`src/rtl/segrw_addr_seq_if.sv`:
```
// segrw_addr_seq_if: command, write-data and token streams of the segment address sequencer.
// Latency: none, wiring only.
// Backpressure: independent valid/ready pairs on the command, write-data and token channels.
interface segrw_addr_seq_if #(
  parameter int awidth = 7,
  parameter int dwidth = 7
);
  // command channel
  logic              cmd_valid;
  logic              cmd_ready;
  logic [awidth-1:0] cmd_base;
  logic [awidth-1:0] cmd_stride;
  logic [awidth:0]   cmd_len;
  logic              cmd_write;

  // write-data channel
  logic              wdata_valid;
  logic              wdata_ready;
  logic [dwidth-1:0] wdata;

  // token channel and status
  logic              out_valid;
  logic              out_ready;
  logic [awidth-1:0] addr_d;
  logic [dwidth-1:0] dataW_d;
  logic              write_d;
  logic              busy;
  logic              done;

  // command/wdata producer and token consumer
  modport master (
    output cmd_valid, cmd_base, cmd_stride, cmd_len, cmd_write,
    output wdata_valid, wdata, out_ready,
    input  cmd_ready, wdata_ready, out_valid, addr_d, dataW_d, write_d, busy, done
  );

  // the sequencer itself
  modport slave (
    input  cmd_valid, cmd_base, cmd_stride, cmd_len, cmd_write,
    input  wdata_valid, wdata, out_ready,
    output cmd_ready, wdata_ready, out_valid, addr_d, dataW_d, write_d, busy, done
  );
endinterface

```
`src/rtl/segrw_addr_seq.sv`:
```
// segrw_addr_seq: turns one (base, stride, len, write) command into len address/data tokens, wrapping mod nelems.
// Latency: command accept -> first token valid one cycle later (writes also wait for wdata); 1 token/cycle.
// Backpressure: token register holds stable while out_valid && !out_ready; no wdata is consumed meanwhile.
module segrw_addr_seq #(
  parameter int nelems = 127,
  parameter int awidth = 7,
  parameter int dwidth = 7
) (
  input  logic            clock,
  input  logic            reset,
  segrw_addr_seq_if.slave bus
);

  typedef enum logic [1:0] {
    IDLE = 2'd0,
    RUN  = 2'd1,
    FIN  = 2'd2
  } state_t;

  typedef struct packed {
    logic [awidth-1:0] addr;
    logic [dwidth-1:0] data;
    logic              write;
  } token_t;

  // Address arithmetic is done one bit wider so base+stride never overflows.
  localparam logic [awidth:0] nelems_w = (awidth + 1)'(nelems);
  localparam logic [awidth:0] one_w    = (awidth + 1)'(1);

  state_t            state;
  state_t            state_nxt;

  logic [awidth-1:0] stride;
  logic              write_mode;
  logic [awidth:0]   remaining;
  logic [awidth-1:0] cur_addr;
  token_t            token;
  logic              token_valid;

  logic              accept;
  logic              slot_free;
  logic              issue;
  logic              drain;
  logic [awidth:0]   sum;
  logic [awidth:0]   sum_wrapped;
  logic [awidth-1:0] next_addr;

  // Command fields may be up to 2^awidth-1; a single subtraction brings them into range.
  function automatic logic [awidth-1:0] reduce_once(input logic [awidth-1:0] v);
    logic [awidth:0] w;
    w = {1'b0, v};
    if (w >= nelems_w) begin
      w = w - nelems_w;
    end
    return w[awidth-1:0];
  endfunction

  // Handshake qualifiers and the wrapped next address.
  always_comb begin
    accept      = bus.cmd_valid && (state == IDLE);
    slot_free   = !token_valid || bus.out_ready;
    issue       = (state == RUN) && (remaining != '0) && slot_free
                  && (!write_mode || bus.wdata_valid);
    drain       = token_valid && bus.out_ready;
    sum         = {1'b0, cur_addr} + {1'b0, stride};
    sum_wrapped = (sum >= nelems_w) ? (sum - nelems_w) : sum;
    next_addr   = sum_wrapped[awidth-1:0];
  end

  // State register.
  always_ff @(posedge clock) begin
    if (reset) begin
      state <= IDLE;
    end else begin
      state <= state_nxt;
    end
  end

  // Next-state logic: RUN ends only when the final token leaves the output register.
  always_comb begin
    state_nxt = state;
    case (state)
      IDLE: begin
        if (accept) begin
          state_nxt = (bus.cmd_len != '0) ? RUN : FIN;
        end
      end
      RUN: begin
        if ((remaining == '0) && drain) begin
          state_nxt = FIN;
        end
      end
      FIN:     state_nxt = IDLE;
      default: state_nxt = IDLE;
    endcase
  end

  // Status and ready outputs decoded from state; token fields come straight from the register.
  always_comb begin
    bus.cmd_ready   = (state == IDLE);
    bus.busy        = (state == RUN);
    bus.done        = (state == FIN);
    bus.wdata_ready = (state == RUN) && write_mode && (remaining != '0) && slot_free;
    bus.out_valid   = token_valid;
    bus.addr_d      = token.addr;
    bus.dataW_d     = token.data;
    bus.write_d     = token.write;
  end

  // Command latch, address walk and output token register.
  always_ff @(posedge clock) begin
    if (reset) begin
      stride      <= '0;
      write_mode  <= 1'b0;
      remaining   <= '0;
      cur_addr    <= '0;
      token       <= '0;
      token_valid <= 1'b0;
    end else begin
      if (accept) begin
        stride     <= reduce_once(bus.cmd_stride);
        write_mode <= bus.cmd_write;
        remaining  <= bus.cmd_len;
        cur_addr   <= reduce_once(bus.cmd_base);
      end
      if (issue) begin
        token       <= '{addr: cur_addr, data: (write_mode ? bus.wdata : '0), write: write_mode};
        token_valid <= 1'b1;
        remaining   <= remaining - one_w;
        cur_addr    <= next_addr;
      end else if (drain) begin
        token_valid <= 1'b0;
      end
    end
  end

endmodule

```
`src/flat_wrapper.sv`:
```
// flat-port wrapper written by rule: the top's interface ports become plain ports
module segrw_addr_seq_flat 
#(
  parameter int nelems = 127,
  parameter int awidth = 7,
  parameter int dwidth = 7
)
  (clock, reset, bus_cmd_valid, bus_cmd_base, bus_cmd_stride, bus_cmd_len, bus_cmd_write, bus_wdata_valid, bus_wdata, bus_out_ready, bus_cmd_ready, bus_wdata_ready, bus_out_valid, bus_addr_d, bus_dataW_d, bus_write_d, bus_busy, bus_done);
  segrw_addr_seq_if #(.awidth(awidth), .dwidth(dwidth)) bus_i ();
  input  logic clock;
  input  logic reset;
  input wire logic [$bits(bus_i.cmd_valid)-1:0] bus_cmd_valid;
  input wire logic [$bits(bus_i.cmd_base)-1:0] bus_cmd_base;
  input wire logic [$bits(bus_i.cmd_stride)-1:0] bus_cmd_stride;
  input wire logic [$bits(bus_i.cmd_len)-1:0] bus_cmd_len;
  input wire logic [$bits(bus_i.cmd_write)-1:0] bus_cmd_write;
  input wire logic [$bits(bus_i.wdata_valid)-1:0] bus_wdata_valid;
  input wire logic [$bits(bus_i.wdata)-1:0] bus_wdata;
  input wire logic [$bits(bus_i.out_ready)-1:0] bus_out_ready;
  output wire logic [$bits(bus_i.cmd_ready)-1:0] bus_cmd_ready;
  output wire logic [$bits(bus_i.wdata_ready)-1:0] bus_wdata_ready;
  output wire logic [$bits(bus_i.out_valid)-1:0] bus_out_valid;
  output wire logic [$bits(bus_i.addr_d)-1:0] bus_addr_d;
  output wire logic [$bits(bus_i.dataW_d)-1:0] bus_dataW_d;
  output wire logic [$bits(bus_i.write_d)-1:0] bus_write_d;
  output wire logic [$bits(bus_i.busy)-1:0] bus_busy;
  output wire logic [$bits(bus_i.done)-1:0] bus_done;
  assign bus_i.cmd_valid = bus_cmd_valid;
  assign bus_i.cmd_base = bus_cmd_base;
  assign bus_i.cmd_stride = bus_cmd_stride;
  assign bus_i.cmd_len = bus_cmd_len;
  assign bus_i.cmd_write = bus_cmd_write;
  assign bus_i.wdata_valid = bus_wdata_valid;
  assign bus_i.wdata = bus_wdata;
  assign bus_i.out_ready = bus_out_ready;
  assign bus_cmd_ready = bus_i.cmd_ready;
  assign bus_wdata_ready = bus_i.wdata_ready;
  assign bus_out_valid = bus_i.out_valid;
  assign bus_addr_d = bus_i.addr_d;
  assign bus_dataW_d = bus_i.dataW_d;
  assign bus_write_d = bus_i.write_d;
  assign bus_busy = bus_i.busy;
  assign bus_done = bus_i.done;
  segrw_addr_seq #(.nelems(nelems), .awidth(awidth), .dwidth(dwidth)) u_core (.clock(clock), .reset(reset), .bus(bus_i));
endmodule
```
`config.mk`:
```
export PLATFORM = sky130hd
export DESIGN_NAME = segrw_addr_seq_flat
export DESIGN_NICKNAME = d
export VERILOG_FILES = /design/src/rtl/segrw_addr_seq_if.sv /design/src/rtl/segrw_addr_seq.sv /design/src/flat_wrapper.sv
export SDC_FILE = /design/constraint.sdc
export NUM_CORES = 1
export LEC_CHECK = 0
export ABC_AREA = 1
export BUFFER_PORTS_ARGS = -buffer_cell sky130_fd_sc_hd__buf_2
export CAP_MARGIN = 5
export CORE_AREA = 2 2 95 97
export DETAILED_ROUTE_END_ITERATION = 12
export DIE_AREA = 0 0 97 99
export GPL_TIMING_DRIVEN = 0
export PLACE_DENSITY = 0.51
export REMOVE_ABC_BUFFERS = 1
export SYNTH_ARGS = -nofsm -noshare
export SYNTH_HDL_FRONTEND = slang
export SYNTH_SLANG_ARGS = --single-unit
```
`constraint.sdc`:
```
create_clock -name clock -period 2.7 [get_ports clock]
set_input_delay 0.27 -clock clock [delete_from_list [all_inputs] [get_ports clock]]
set_output_delay 0.27 -clock clock [all_outputs]
set_load 0.02 [all_outputs]
```
## Word-level counts from Yosys, hierarchy flattened

Cells that the tools add are included.

- Output and inout port bits: 20
- Register bits after elaboration: 41
- Input port bits: 35
- Logic and storage cells: 55

- Reduce and logical (&&, ||, !) cells: 20
- Multiplexer cells: 14
- Add/sub/neg operators: 5
- Eq/ne operators: 4
- Magnitude comparators: 3

Operators with widths:

| operator | count |
|---|---|
| $mux 7 | 6 |
| $sub 7x7->7 const B | 3 |
| $mux 8 | 2 |
| $reduce_bool 8->1 | 2 |
| $ge 7x7->1 const B | 2 |
| $logic_and 1x1->1 | 9 |
| $add 7x7->8 | 1 |
| $ge 8x7->1 const B | 1 |
| $logic_not 8->1 | 1 |
| $sub 8x1->8 const B | 1 |
| $mux 2 | 3 |
| $ne 2x1->1 const B | 2 |
| $pmux 2 s2 | 1 |
| $reduce_bool 2->1 | 2 |
| $eq 2x1->1 const B | 1 |
| $eq 2x2->1 const B | 1 |
| $logic_not 1->1 | 2 |
| $logic_not 2->1 | 1 |
| $logic_or 1x1->1 | 2 |
| $mux 1 | 2 |
| $reduce_and 2->1 | 1 |

## Longest topological paths before layout

Gate-level depths: netlist of run 1.

- Word-level depth: 5
- Gate-level depth with buffers: 16
- Gate-level depth less buffers: 16

## Worst setup path after synthesis of run 1

No wires, ideal clock.

- Path kind: register to register
- From: reg u_core.cur_addr[0]
- To: reg u_core.cur_addr[0]
- Period minus slack after synthesis: 2.158 ns
- Required time: 2.585 ns
- Cell stages (with the launch flop): 17
- Path slack: 0.542 ns
- Data arrival time: 2.043 ns
- Buffers on the path: 0
- Library setup time: 0.115 ns
- Cells stage by stage: dfxtp_1 -> ha_1 -> inv_1 -> fa_1 -> inv_1 -> ha_1 -> inv_1 -> nor2_4 -> nand3_4 -> nor2_4 -> nand3_4 -> nand2_4 -> inv_2 -> nand2_1 -> nand2_1 -> nor2_1 -> nor2_1

- Cells in the longest elaborated chain, start to end: 4
- Elaborated cells between the ends (all ways): 5
- Those cells by class: 2 x add/sub; 1 x order compare; 2 x mux

Ends and longest elaborated chain:

| item | RTL line | text |
|---|---|---|
| from (decl) | segrw_addr_seq.sv:36 | `logic [awidth-1:0] cur_addr;` |
| from (signal assigned) | segrw_addr_seq.sv:124 | `cur_addr <= reduce_once(bus.cmd_base);` |
| from (signal assigned) | segrw_addr_seq.sv:130 | `cur_addr <= next_addr;` |
| $add 7x7->8 (*) | segrw_addr_seq.sv:65 | `sum = {1'b0, cur_addr} + {1'b0, stride};` |
| $sub 7x7->7 or $ge 8x7->1 (tied branches) | segrw_addr_seq.sv:66 | `sum_wrapped = (sum >= nelems_w) ? (sum - nelems_w) : sum;` |
| $mux 7 (*) | segrw_addr_seq.sv:66 |  |
| $mux 7 (*) | segrw_addr_seq.sv:126 | `if (issue) begin` |

Mark *: on every way between the ends. The rest lies on a longest branch, timed or not.
A chain may end at the register's enable or synchronous reset.

## Final worst setup path of run 1

- From: reg u_core.remaining[0]
- To: reg u_core.cur_addr[4]

- Cells in the longest elaborated chain, start to end: 5
- Elaborated cells between the ends (all ways): 6
- Those cells by class: 1 x mux; 5 x reduce/logical

Ends and longest elaborated chain:

| item | RTL line | text |
|---|---|---|
| from (decl) | segrw_addr_seq.sv:35 | `logic [awidth:0] remaining;` |
| from (signal assigned) | segrw_addr_seq.sv:123 | `remaining <= bus.cmd_len;` |
| from (signal assigned) | segrw_addr_seq.sv:129 | `remaining <= remaining - one_w;` |
| $reduce_bool 8->1 (*) | segrw_addr_seq.sv:62 | `issue = (state == RUN) && (remaining != '0) && slot_free` |
| $logic_and 1x1->1 (*) (2 in a row) | segrw_addr_seq.sv:62 |  |
| $logic_and 1x1->1 (*) | segrw_addr_seq.sv:63 | `&& (!write_mode \|\| bus.wdata_valid);` |
| $mux 7 or $reduce_bool 2->1 (tied branches) | n/a |  |

Marked as above.

==> run metrics, run 1 <==
status finished clean; Layout Area Growth over Synthesis 17.8%; sequential cell area 821 um2; Final Cycle Share 92.2%; Final Hold Vio Count 0; Via density 4.75; drt drc 0; Worst EP required 2890 ps; max-slew violations 0; total track usage 13.8%; global placer's final weighted congestion 0.868; Std-Cell Rows 34; commonest non-fill, non-tap cell in the layout nand2_1; Syn Inst Count 365; area of the multi-input gates 1500 um2; Synth Area per Inst 6.96 um2; r2r setup slk 210 ps; Area contributors post-synth dfxtp_1 32%, nand2_1 11%, a21oi_1 6.9%; FF-to-FF End u_core.cur_addr[4]$_SDFFE_PP0P_; total wire length 6.68 mm; sequential-to-total area share from yosys stat 32.3%; crit path time final 2490 ps; Max Buffers Root-to-Sink 2; FMAX 0.402 GHz; DP Wirelength 5.05 mm; FF+latch count, synth 41; critical path class flop to flop; WHS Path Cells 3; final net count 462; root buffer cell clkbuf_8; Core Util, Final 35.0%; worst slew pin tran 675 ps; placed cells 515; most frequent cells in the layout 76 x nand2_1, 54 x buf_2, 41 x dfxtp_1; endpoint class of the critical path flop; Inserted Clock Buffers 5; die width 97 um; first-pass GRT wire length 10.8 mm; pin count of the biggest net entering global routing 33; peak supply drop 0.230 mV; CP Max Fanout 32; Slew HR 55.0%; Clock Skews 15.0 ps; H-tree depth 2; Pleak 1.41 nW; layout cell share with drive strength beyond 1 21.7%; Worst R2R Path Depth 10; die area 9600 um2; Routed Antenna Nets 0; Hold Crit Class primary input to flop; Starting Density 29.7%; hold path endpoint u_core.bus.dataW_d[6]$_SDFFE_PP0P_; die height 99 um; vias in the first global route 2285; clock sink count 41; diodes inserted 0; Filler Cells Inserted 926; Tot Pwr 1.91 mW; Initial DRC Count 95; CTS resizes 0; hold_ws 223 ps; initial antenna violation count 0; DRT Pass-1 Iters 5; hold buffers post-CTS 0; DR vias 2485; # Post-CTS Setup Buffers 0; area leader, netlist dfxtp_1; Hold Crit Start bus_wdata[6]; GRT Residual Overflow 0; setup violators final 0; PortBufs 54; PD cells 640 nW/um2; reg-to-reg startpoint u_core.remaining[0]$_SDFFE_PP0P_; CTS tree yes; I/O pin count 55; Core Box Area 8550 um2; Setup TNS 0 ps; Syn. warnings 0; WP data arrival 2680 ps; startpoint types flop; RSZ-0062 raised after global routing false; Netlist cell types 38; average wire per standard cell 12.8 um; max_cap viols 0; Finished Layout Cells 523; Mapped Area 2540 um2; Reg clk slew, reported paths 90 ps; Yosys top cell area share 32.3%; clock latency on the worst-skew pair 310 ps
[per-layer routing]
layer	vias up	routed length [um]	global-route usage [%]
met3	6	147	2.06
met1	1144	3150	17.7
li1	1303	-	-
met4	0	72	3.90
met5	-	0	0
met2	32	3310	24.1
[cell families (layout without fill, tap and decap cells)]
group	Yosys count	after routing	synth area share [%]
simple gates	168	168	31.7
compound gates	82	82	17.7
buf+inv	53	103	8.77
flops	41	41	32.3
fa+ha+maj	13	13	6.70
xor+xnor	8	8	2.76
[worst max-delay path by stage]
stage	startpoint	to	slack [ps]	cells past startpoint
5_1_grt	u_core.remaining[0]$_SDFFE_PP0P_	u_core.cur_addr[4]$_SDFFE_PP0P_	5	10
2_1_floorplan	u_core.cur_addr[0]$_SDFFE_PP0P_	u_core.cur_addr[0]$_SDFFE_PP0P_	530	16
6_report	u_core.remaining[0]$_SDFFE_PP0P_	u_core.cur_addr[4]$_SDFFE_PP0P_	210	10
3_5_place_dp	u_core.remaining[0]$_SDFFE_PP0P_	u_core.cur_addr[4]$_SDFFE_PP0P_	160	10
3_3_place_gp	u_core.remaining[0]$_SDFFE_PP0P_	u_core.cur_addr[4]$_SDFFE_PP0P_	190	10
4_1_cts	u_core.remaining[0]$_SDFFE_PP0P_	u_core.cur_addr[4]$_SDFFE_PP0P_	160	10
[cell usage after synthesis]
master	n
a31oi_1	8
nand3b_2	1
buf_4	1
nand3_2	2
clkbuf_1	5
a21oi_1	35
and2_1	1
nor4_1	2
buf_6	2
ha_1	12
nand3b_1	1
a211oi_1	1
buf_2	4
nand2_2	3
o221ai_1	1
a21oi_2	2
nor3_2	1
nand4_1	5
o21a_1	1
nand3_1	24
o21ai_1	4
nor2_4	3
nand3_4	2
xnor2_1	3
nor2_1	39
nand2_1	76
nor2_2	2
nand2_4	4
o21bai_1	2
o21ai_0	25
o31ai_1	1
dfxtp_1	41
xor2_1	5
nor3_1	2
inv_1	33
fa_1	1
inv_2	8
o211ai_1	2
[critical path: stages, from the launching register on]
cell     delay [ps]
dfxtp_1         330
inv_1           100
ha_1            220
nand3_2          90
nand2_2          70
nor2_4          470
inv_2           440
nand2_4         220
inv_2           120
a31oi_1         210
a21oi_2          80
[per-stage QoR]
step,cell area (um2),worst slack (ps)
6_report,2990,211
3_3_place_gp,2880,185
5_1_grt,2990,4.64
3_5_place_dp,2880,161
2_1_floorplan,2470,532
4_1_cts,2990,163
[power breakdown]
group	internal, mW	switching [mW]	total [mW]
Clock	0.277	0.234	0.511
Combinational	0.236	0.437	0.674
Sequential	0.677	0.0535	0.731
[layout make-up]
type / count / share of cell area (%)
tap: 108 / 4.52
multi-input combinational: 271 / 50.0
clock buffer: 5 / 2.30
timing repair buffer: 54 / 9.04
inverter: 41 / 5.15
sequential: 41 / 27.4
clock inverter: 3 / 1.55
[flip-flops by register name, indices dropped and copies added, names as in the netlist]
name	cells
u_core.remaining	8
u_core.bus.addr_d	7
u_core.bus.dataW_d	7
u_core.cur_addr	7
u_core.stride	7
u_core.state	2
u_core.bus.out_valid	1
u_core.bus.write_d	1
u_core.write_mode	1
Note: power is estimated with default switching activity, not from simulation.
==> run 2: changes to the inputs <==
--- a/config.mk
+++ b/config.mk
@@ -13,7 +13,6 @@
 export DIE_AREA = 0 0 97 99
 export GPL_TIMING_DRIVEN = 0
 export PLACE_DENSITY = 0.51
-export REMOVE_ABC_BUFFERS = 1
 export SYNTH_ARGS = -nofsm -noshare
 export SYNTH_HDL_FRONTEND = slang
 export SYNTH_SLANG_ARGS = --single-unit
==> run 2 against run 1 <==
Global-route usage increased by 0.55 points. Critical path depth increased by 6. Highest routed layer unchanged. Sequential power about the same. Largest cell class unchanged. Sequential share of layout area decreased by 0.62 points. Register-to-register slack improved by 120 ps. Utilization increased by 0.80 points. First-iteration DRC count increased by 2.1%.
==> run metrics, run 2 (synthesized netlist as in run 1, its figures left out) <==
pin count of the biggest net entering global routing 14 (-58%); Core Box Area 8550 um2 (unchanged); FMAX 0.422 GHz (+5.0%); Setup TNS 0 ps (unchanged); die width 97 um (unchanged); drt drc 0 (unchanged); critical path class flop to flop; Layout Area Growth over Synthesis 20.5%; Hold Crit Class primary input to flop; Clock Skews 10.9 ps (-4.09 ps); total wire length 6.70 mm (+0.25%); clock sink count 41 (unchanged); Pleak 1.45 nW (+2.7%); die height 99 um (unchanged); Worst R2R Path Depth 16 (+6); PD cells 638 nW/um2 (-0.37%); layout cell share with drive strength beyond 1 22.5% (+0.85 points); CP max stage delay 420 ps (-50 ps); Most flops, register u_core.remaining; setup violators final 0 (unchanged); H-tree depth 2 (unchanged); peak supply drop 0.246 mV (+6.8%); Max Buffers Root-to-Sink 2 (unchanged); Final Hold Vio Count 0 (unchanged); Inserted Clock Buffers 5 (unchanged); Worst EP required 2900 ps (about the same); Routed Antenna Nets 0 (unchanged); Slew HR 63.5% (+8.6 points); average wire per standard cell 12.5 um (-1.8%); worst slew pin tran 547 ps (-128 ps); first-pass GRT wire length 11.3 mm (+4.4%); I/O pin count 55 (unchanged); Crit. Startpoint u_core.cur_addr[0]$_SDFFE_PP0P_; CP dominant cell by count inv_1; max-slew violations 0 (unchanged); total track usage 14.3% (+0.55 points); commonest non-fill, non-tap cell in the layout nand2_1; Crit-path slowest cell fa_1; WP data arrival 2570 ps (-110 ps); Std-Cell Rows 34 (unchanged); Final Cycle Share 87.8% (-4.4 points); crit path time final 2370 ps (-118 ps); CP delay by family, top simple AND/OR/NAND/NOR gates; global placer's final weighted congestion 0.802 (-7.6%); hold buffers post-CTS 0 (unchanged); max reg flops 8 (unchanged); Via density 4.67 (-1.7%); DR vias 2493 (+0.32%); endpoint class of the critical path flop; # Post-CTS Setup Buffers 0 (unchanged); CTS tree yes; DRT Pass-1 Iters 4 (-1); Initial DRC Count 97 (+2.1%); GRT Residual Overflow 0 (unchanged); status finished clean; DP Wirelength 5.31 mm (+5.0%); initial antenna violation count 0 (unchanged); PortBufs 53 (-1.9%); startpoint types flop; Filler Cells Inserted 943 (+1.8%); reg-to-reg startpoint u_core.cur_addr[0]$_SDFFE_PP0P_; CP Max Fanout 6 (-81%); crit-path cells ha_1 > inv_1 > fa_1 > inv_1 > ha_1 > inv_1 > nor2_4 > nand3_4 > nor2_4 > nand3_4 > nand2_4 > inv_2 > nand2_1 > nand2_1 > nor2_1 > nor2_1; Core Util, Final 35.8% (+0.80 points); CTS resizes 0 (unchanged); number of cells on the critical path 16 (+6); Reg clk slew, reported paths 90 ps (about the same); max_cap viols 0 (unchanged); clock latency on the worst-skew pair 300 ps (about the same); final net count 473 (+2.4%); die area 9600 um2 (unchanged); vias in the first global route 2400 (+5.0%); syn nets 413; most frequent cells in the layout 76 x nand2_1, 57 x buf_2, 41 x dfxtp_1; r2r setup slk 330 ps (+120 ps); Critical Path End u_core.cur_addr[0]$_SDFFE_PP0P_; Starting Density 29.7% (unchanged); RSZ-0062 raised after global routing false; diodes inserted 0 (unchanged); FF-to-FF End u_core.cur_addr[0]$_SDFFE_PP0P_; Buf/Inv on CP 4 (+1); root buffer cell clkbuf_8
[run 2: cell types whose count changed in the layout (fill, tap and decap cells not counted), sizes merged]
cell    change
clkbuf      +6
buf         +6
clkinv      -1
[run 2: worst min-delay path by stage]
| stage | slack (ps) | start | end | cells past startpoint |
|---|---|---|---|---|
| global placement | 450 | u_core.bus.write_d$_SDFFE_PP0P_ | u_core.bus.write_d$_SDFFE_PP0P_ | 2 |
| global route | 230 | bus_cmd_stride[4] | u_core.stride[4]$_SDFFE_PP0P_ | 3 |
| CTS | 220 | bus_wdata[0] | u_core.bus.dataW_d[0]$_SDFFE_PP0P_ | 3 |
| detailed placement | 450 | u_core.bus.write_d$_SDFFE_PP0P_ | u_core.bus.write_d$_SDFFE_PP0P_ | 2 |
| floorplan | 410 | bus_cmd_stride[2] | u_core.stride[2]$_SDFFE_PP0P_ | 2 |
| finish | 220 | bus_cmd_stride[3] | u_core.stride[3]$_SDFFE_PP0P_ | 3 |
[run 2: area by class of cell]
class	instances	area, um2	area share (%)
buffer	12	68.8	2.25
clock buffer	6	82.6	2.70
inverter	41	154	5.03
clock inverter	2	37.5	1.23
timing repair buffer	53	265	8.67
sequential	41	821	26.8
tap	108	135	4.42
multi-input combinational	271	1500	48.9
[run 2: worst reg2reg max path: cells and delay by family, from the launching register on]
kind          cells  cell delay [ps]
flops             1              380
buf+inv           4              280
fa+ha+maj         3              800
simple gates      9              820
[run 2: routing by layer]
metal	routed length, um	GRT usage (%)	vias to the layer above
met2	3180	25.0	29
li1	-	-	1324
met4	78	3.36	0
met3	195	2.62	7
met1	3250	18.4	1133
met5	0	0	-
[run 2: through the flow]
step	setup slack, ps	area (um2)	cells	hold slack [ps]	power [mW]
final	329	3060	534	222	1.95
after floorplan	542	2540	365	411	1.26
after CTS	307	3060	534	222	1.97
after global placement	315	2940	526	447	1.43
after global routing	78.9	3060	534	235	2.10
after detailed placement	314	2940	526	455	1.44
[run 2: power by group]
part	internal, mW	switching [mW]
clock network	0.301	0.232
registers	0.677	0.0552
logic	0.253	0.434
